`src/rtl/pellet_eater.sv`:
```
// -----------------------------------------------------------------------------
// pellet_eater
//
// Per-frame pellet consumption controller. It sits in front of the second
// read/write port pair of the shared 80x60 background tile RAM (9-bit tile
// codes, one-cycle registered read).
//
// On each frame tick it reads the tile under Pac-Man. If that tile is a normal
// or power pellet, it writes EMPTY_CODE back. In the same cycle as the write
// it updates the score, the remaining-pellet count and the level-clear flag.
// A power pellet also raises a one-cycle power pulse.
//
// Ports
//   Clk           system clock
//   Reset         synchronous, active-high reset
//   frame_tick    one-cycle pulse, once per frame
//   pac_tile_x    Pac-Man tile column (0..MAP_W-1 valid)
//   pac_tile_y    Pac-Man tile row    (0..MAP_H-1 valid)
//   rd_addr       RAM read address  (r_addra2)
//   rd_data       RAM read data     (douta2), valid one cycle after rd_addr
//   wr_addr       RAM write address (w_addra2)
//   wr_en         RAM write enable  (wea2), exactly one cycle per eaten tile
//   wr_data       RAM write data    (dina2)
//   score         accumulated score, saturating at 16'hFFFF
//   pellets_left  edible tiles remaining
//   power_pulse   one-cycle pulse, coincident with wr_en, for a power pellet
//   level_clear   sticky, set when pellets_left reaches 0
//   busy          high whenever the FSM is not idle
// -----------------------------------------------------------------------------
module pellet_eater #(
  parameter int       MAP_W        = 80,
  parameter int       MAP_H        = 60,
  parameter logic [8:0] PELLET_CODE = 9'h001,
  parameter logic [8:0] POWER_CODE  = 9'h002,
  parameter logic [8:0] EMPTY_CODE  = 9'h000,
  parameter int       PELLET_PTS   = 10,
  parameter int       POWER_PTS    = 50,
  parameter int       PELLET_TOTAL = 244
) (
  input  logic        Clk,
  input  logic        Reset,
  input  logic        frame_tick,
  input  logic [6:0]  pac_tile_x,
  input  logic [5:0]  pac_tile_y,
  output logic [12:0] rd_addr,
  input  logic [8:0]  rd_data,
  output logic [12:0] wr_addr,
  output logic        wr_en,
  output logic [8:0]  wr_data,
  output logic [15:0] score,
  output logic [8:0]  pellets_left,
  output logic        power_pulse,
  output logic        level_clear,
  output logic        busy
);

  typedef enum logic [1:0] {
    IDLE,
    READ,
    CHECK,
    WRITE
  } state_t;

  localparam logic [6:0]  MAP_W_X    = 7'(MAP_W);
  localparam logic [5:0]  MAP_H_Y    = 6'(MAP_H);
  localparam logic [16:0] PELLET_INC = 17'(PELLET_PTS);
  localparam logic [16:0] POWER_INC  = 17'(POWER_PTS);

  state_t      state;
  logic [12:0] addr_q;      // tile address of the access in flight
  logic        is_power_q;  // code seen in CHECK, used for scoring in WRITE

  logic [12:0] y_ext;
  logic [12:0] tick_addr;
  logic        in_range;
  logic        is_edible;
  logic [16:0] score_sum;

  // y*80 + x as two shifts and adds; valid for the 80-column map.
  // NOTE: combinational logic goes in always_comb and every output gets a
  // value on every path, so no latch can be inferred.
  always_comb begin
    y_ext     = {7'd0, pac_tile_y};
    tick_addr = (y_ext << 6) + (y_ext << 4) + {6'd0, pac_tile_x};
    in_range  = (pac_tile_x < MAP_W_X) && (pac_tile_y < MAP_H_Y);
    is_edible = (rd_data == PELLET_CODE) || (rd_data == POWER_CODE);
    // One extra bit catches the carry so the score can saturate.
    score_sum = {1'b0, score} + (is_power_q ? POWER_INC : PELLET_INC);
  end

  assign busy = (state != IDLE);

  // NOTE: all state and registered outputs use non-blocking assignments, so
  // every register samples the pre-edge values of the others.
  always_ff @(posedge Clk) begin
    if (Reset) begin
      state        <= IDLE;
      addr_q       <= '0;
      is_power_q   <= 1'b0;
      rd_addr      <= '0;
      wr_addr      <= '0;
      wr_en        <= 1'b0;
      wr_data      <= EMPTY_CODE;
      score        <= '0;
      pellets_left <= 9'(PELLET_TOTAL);
      power_pulse  <= 1'b0;
      level_clear  <= 1'b0;
    end else begin
      // Pulses default low; only the CHECK->WRITE transition raises them.
      wr_en       <= 1'b0;
      power_pulse <= 1'b0;

      case (state)
        IDLE: begin
          // Ticks while busy never reach here; ticks after level clear and
          // off-map coordinates are dropped without touching the RAM.
          if (frame_tick && !level_clear && in_range) begin
            rd_addr <= tick_addr;
            addr_q  <= tick_addr;
            state   <= READ;
          end
        end

        READ: state <= CHECK;  // RAM registers its output this cycle

        CHECK: begin
          if (is_edible) begin
            wr_addr     <= addr_q;
            wr_data     <= EMPTY_CODE;
            wr_en       <= 1'b1;
            is_power_q  <= (rd_data == POWER_CODE);
            power_pulse <= (rd_data == POWER_CODE);
            state       <= WRITE;
          end else begin
            state <= IDLE;
          end
        end

        WRITE: begin
          score <= score_sum[16] ? 16'hFFFF : score_sum[15:0];
          if (pellets_left != 9'd0) begin
            pellets_left <= pellets_left - 9'd1;
            if (pellets_left == 9'd1) level_clear <= 1'b1;
          end
          state <= IDLE;
        end

        default: state <= IDLE;
      endcase
    end
  end

endmodule

```
`config.mk`:
```
export PLATFORM = sky130hd
export DESIGN_NAME = pellet_eater
export DESIGN_NICKNAME = d
export VERILOG_FILES = /design/src/rtl/pellet_eater.sv
export SDC_FILE = /design/constraint.sdc
export NUM_CORES = 1
export LEC_CHECK = 0
export CAP_MARGIN = 10
export CORE_MARGIN = 4
export CORE_UTILIZATION = 29
export DETAILED_ROUTE_END_ITERATION = 10
export PLACE_DENSITY = 0.61
export SYNTH_ARGS = -nofsm -noshare
export SYNTH_HDL_FRONTEND = slang
export SYNTH_SLANG_ARGS = --single-unit
```
`constraint.sdc`:
```
create_clock -name Clk -period 6.23 [get_ports Clk]
set_clock_uncertainty 0.15 [all_clocks]
set_input_delay 0.623 -clock Clk [delete_from_list [all_inputs] [get_ports Clk]]
set_output_delay 0.623 -clock Clk [all_outputs]
set_load 0.01 [all_outputs]
```
; ---- Yosys cells after proc, flatten, opt, wreduce, memory -nomap -nowiden
; Cells that the tools add are included.
[op_classes]
add_sub_neg = 4
n_lt_le_gt_ge = 2
n_eq_ne = 7
mux = 6
bitwise = 2
n_reduce_logical = 14
[op_table]
columns = op, count
row1 = $eq 9x1->1 const B, 2
row2 = $add 16x6->17, 1
row3 = $mux 16, 1
row4 = $add 12x10->13, 1
row5 = $add 13x7->13, 1
row6 = $eq 9x2->1 const B, 1
row7 = $reduce_bool 9->1, 1
row8 = $sub 9x1->9 const B, 1
row9 = $pmux 2 s4, 1
row10 = $lt 7x7->1 const B, 1
row11 = $lt 6x6->1 const B, 1
row12 = $mux 6, 1
row13 = $reduce_and 2->1, 3
row14 = $eq 2x2->1 const B, 2
row15 = $mux 2, 2
row16 = $logic_and 1x1->1, 3
row17 = $reduce_and 3->1, 1
row18 = $reduce_or 3->1, 1
row19 = $eq 2x1->1 const B, 1
row20 = $logic_not 2->1, 1
row21 = $ne 2x2->1 const B, 1
row22 = $not 1->1, 2
row23 = $reduce_bool 2->1, 1
row24 = $reduce_or 2->1, 1
row25 = other kinds (3), 3
[word_totals]
register_bits = 57

; ---- Logic depth before layout (Yosys ltp)
[logic_depth]
word_depth = 5
depth_mapped = 8
depth_no_buf = 8

; ---- Least setup slack after synthesis
; OpenSTA, ideal clock, no wires.
[synth_path]
kind = input -> register
from = input pac_tile_x[6]
to = register addr_q[10]
setup_ns = 0.062
t_arrival_ns = 2.414
path_slack_ns = 3.604
stages = 8
path_buffers = 0
path_cell_list = inv_1 fa_1 inv_1 ha_1 a211oi_1 o21ai_0 a2111o_1 nand3_1
[synth_between]
elab_chain_cells = 4
elab_cells_between_ends = 5
[synth_lines]
columns = element, line
row1 = start: declaration, 43  ; input logic [6:0] pac_tile_x,
row2 = $lt 7x7->1, 85  ; in_range = (pac_tile_x < MAP_W_X) && (pac_tile_y < MAP_H_Y);
row3 = $logic_and 1x1->1, 85
row4 = $logic_and 1x1->1, 117  ; if (frame_tick && !level_clear && in_range) begin
row5 = $reduce_and 2->1 (no line), --
row6 = end signal: assignment, 119  ; addr_q <= tick_addr;
row7 = end: declaration, 70  ; logic [12:0] addr_q;
; Parallel ways exist; a longest one is shown, timed or not.
; A chain may end at the register's enable or synchronous reset.

; ---- Worst setup path after layout
; Ends and elaborated chain as after synthesis.

==> results.md <==
- The run finished with clean final reports.
- The class of the worst hold path is reg -> reg.
- The global route total overflow is 0.
- The first detailed-routing pass ran for 4 iterations.
- The I/O pin count is 89.
- The endpoint of the worst-slack reg-to-reg timing path is addr_q[11].
- The maximum number of pins on one net before global-route repair is 54.
- Using the TritonRoute via totals, the vias-per-cell ratio works out to 4.83.
- Counting flops with a built-in enable in the synthesized netlist gives 0.
- The detailed router placed 2637 vias in this run.
- The worst setup slack after layout is roughly 3.3 ns.
- The start of the worst register-to-register path is state[0].
- The routing usage on met2 is 23.6%.
- The data required time of the critical path is 6.35 ns.
- The remaining routing DRC violations is 0.
- The end-of-flow core utilization is a little over two fifths.
- The startpoint of the worst hold path is addr_q[0].
- The unique cell type count in the Yosys netlist is 56.
- The worst register-to-register path has a depth of 4.
- Averaged over all synthesized cells, the footprint is 8.96 µm².
- The number of antenna diodes in the final layout is 0.
- The clock reaches the later pin of the worst-skew pair after 0.34 ns.
- The weighted congestion at the end of routability-driven global placement is between 0.7 and 0.8.
- Counting every instance in the synthesized netlist gives between 300 and 400.
- STA classifies the critical path endpoint as a flop.
- The number of buffers on the longest clock path is 2.
- The die outline height is 109 µm.
- The number of endpoints with negative hold slack in the final report was 0.
- The area of the core is roughly 10000 µm².
- In this run the clock root is driven by a sky130_fd_sc_hd__clkbuf_8.
- The global router's overall resource usage is 13.7%.
- The H-tree was split into 3 levels.
- The fraction of the cycle the final worst path needs is 46.8%.
- The worst hold path was traced through 2 stages.
- Of all flip-flops after synthesis, the portion carrying an async set or reset was 0%.
- The number of warnings reported in the yosys synthesis log is 0.
- In this run the register-to-register setup slack is 3.85 ns.
- The die is 109 µm wide.
- The placement-stage worst setup slack is roughly 3 ns.
- Setup total negative slack on the finished layout was measured at 0 ns.
- Setup repair after global routing left no endpoint under its margin.
- The sequential element share of the synthesized area is 38.7%.
- The cell row count is 36.
- The routed design could run at a clock period as short as 2.91 ns.
- The maximum operating frequency is 343 MHz.
- TritonCTS created 9 clock buffers.
- The area overhead of the layout relative to synthesis is 39.0%.
- The number of global-route vias before repair is 2717.
- The average routed wire per standard cell is 13.9 µm.
- The worst hold slack is 0.327 ns.
- The count of buffers inserted at the top-level ports is 79.
- The startpoint type of the worst setup path is an input port.
- After routing the design area is 4100 µm².
- The maximum fanout along the worst path is 3.
- For this block, the routed nets add up to 7600 µm of wire.
- The number of nets in the final layout is about 450.
- After clock tree synthesis, the clock-pin slew on the worst setup and hold paths is ~0.07 ns.
- The CTS tree is built.
- Cells with a size suffix above 1 make up 7.51% of the layout.
- The setup fix buffers added after clock tree synthesis is 0.
- For the pin with the worst max-slew slack, the measured transition is 0.621 ns.
- The number of antenna violations at the first check in global routing is 0.
- The die covers between 10000 and 15000 µm².
- In this run, the number of DRC markers left after iteration 0 of detailed routing was 88.
- The worst hold path terminates at addr_q[0].
- Global routing used 15.6% of the available met1 tracks.
- Summing all placed instances gives a cell area of 3820 µm².
- After synthesis the cells add up to 2950 µm².
- Once detail routing completed, the nets flagged for antenna violations numbered 0.
- The leakage power is 1.61 nW.
- The HPWL after detailed placement is 5540 µm.
- The worst setup path category is in -> reg.
- The power per cell area is 235 nW/µm².
- In this run the most used layer during global routing was met2.
- Max-cap violations in this run came to 0.
- The cell count after placement is 530.
- The clock net sink count is 57.
- The total power consumption of the routed design is just under 1 mW.
- The final cell count without fillers is 546.
- The worst slew margin relative to its limit is 58.5%.
- Gates resized during post-CTS repair numbered 0.
- The maximum vdd ir drop is about 0.12 mV.
- After synthesis the netlist holds a flip-flop and latch count of 57.
- The global-route met3 utilization is 5.15%.
- The count of final max-slew check failures is 0.
- The arrival time reported for the critical path endpoint is 3.04 ns.
- The number of hold-repair buffers added at the cts stage is 0.
- Among all flip-flop cells after synthesis, the most frequent one is sky130_fd_sc_hd__dfxtp_1.
- The first global-routing pass estimated 12800 µm of wire.
- The effective utilization at floorplan is 30.0%.
- Setup violations remaining at the end of the flow were counted as 0.
cell usage in the layout, fill, tap and decap left out, types with 3 or more instances in the layout:
master and n:
sky130_fd_sc_hd__a211o_1 4, sky130_fd_sc_hd__a211oi_1 8, sky130_fd_sc_hd__a21o_1 3, sky130_fd_sc_hd__a21oi_1 22
sky130_fd_sc_hd__a31oi_1 10, sky130_fd_sc_hd__and3_1 4, sky130_fd_sc_hd__bufinv_16 4, sky130_fd_sc_hd__clkbuf_8 11
sky130_fd_sc_hd__clkdlybuf4s50_1 78, sky130_fd_sc_hd__conb_1 9, sky130_fd_sc_hd__dfxtp_1 57, sky130_fd_sc_hd__ha_1 18
sky130_fd_sc_hd__inv_1 11, sky130_fd_sc_hd__mux2i_1 14, sky130_fd_sc_hd__nand2_1 28, sky130_fd_sc_hd__nand3_1 10
sky130_fd_sc_hd__nand4_1 6, sky130_fd_sc_hd__nor2_1 32, sky130_fd_sc_hd__nor2b_1 3, sky130_fd_sc_hd__nor4_1 3
sky130_fd_sc_hd__o21a_1 3, sky130_fd_sc_hd__o21ai_0 13, sky130_fd_sc_hd__o31ai_1 3, sky130_fd_sc_hd__or3_1 8
sky130_fd_sc_hd__or4_1 3, sky130_fd_sc_hd__xnor2_1 5
routing by layer:
metal | up-vias | wire, µm
li1 | 1345 | -
met5 | - | 0
met3 | 10 | 510
met1 | 1226 | 3300
met2 | 56 | 3710
met4 | 0 | 79
state kept, by name, summed over array words and instances, names as in the netlist:
register,count
wr_addr,13
state,2
pellets_left,9
addr_q,13
power_pulse,1
level_clear,1
is_power_q,1
wr_en,1
score,16
synth_stat cells, drive strengths merged (3+ instances only):
library cell	instances	area share (%)
nor2	32	4.1
o31ai	3	0.76
or4	3	0.76
a31oi	11	2.5
o21ai	13	2.2
a211o	4	1.2
dfxtp	57	39
or3	8	1.7
a21oi	23	4.0
nand4	6	1.3
ha	18	7.6
nor3	3	0.68
nand3	10	1.7
mux2i	14	4.8
xnor2	5	1.5
nor2b	3	0.64
nor4	4	1.4
or2	3	0.72
a211oi	8	2.0
o21a	3	0.76
buf	15	3.5
clkbuf	6	0.76
inv	11	1.4
a21o	3	0.76
nand2	28	3.6
and3	4	0.85
worst max-delay path by stage:
stage,from,end,slack [ns],cells after the start
after global placement,pac_tile_x[6],addr_q[10],3.02,9
after global routing,pac_tile_x[6],addr_q[10],3.15,9
final,pac_tile_x[6],addr_q[10],3.32,9
after floorplan,pac_tile_x[6],addr_q[10],3.60,8
after CTS,pac_tile_x[6],addr_q[10],3.32,9
after detailed placement,pac_tile_x[6],addr_q[10],2.97,9
critical path, stage by stage:
cell,delay [ns]
sky130_fd_sc_hd__clkdlybuf4s50_1,0.47
sky130_fd_sc_hd__inv_1,0.06
sky130_fd_sc_hd__fa_1,0.53
sky130_fd_sc_hd__inv_1,0.07
sky130_fd_sc_hd__ha_1,0.31
sky130_fd_sc_hd__a211oi_1,0.30
sky130_fd_sc_hd__o21ai_0,0.20
sky130_fd_sc_hd__a2111o_1,0.39
sky130_fd_sc_hd__nand3_1,0.08
report_power, final:
group	switching [mW]	internal (mW)
Sequential	0.00663	0.372
Combinational	0.0502	0.0490
Clock	0.157	0.328
Total	0.214	0.748
cell families after synthesis:
kind of cell	count (synthesis)	synth area share [%]
simple gates	115	20.4
compound gates	82	19.1
flops	57	38.7
buf+inv	33	5.77
fa+ha+maj	20	9.00
mux	14	4.75
xor+xnor	7	2.08
other cells	1	0.127
layout make-up:
type	instances	area (µm²)
fill	1001	5720
clock inverter	5	125
multi-input combinational	247	1670
tap	133	166
inverter	12	45.0
clock buffer	11	151
timing repair buffer	81	801
sequential	57	1140
Power figures use the tool's default switching activity.
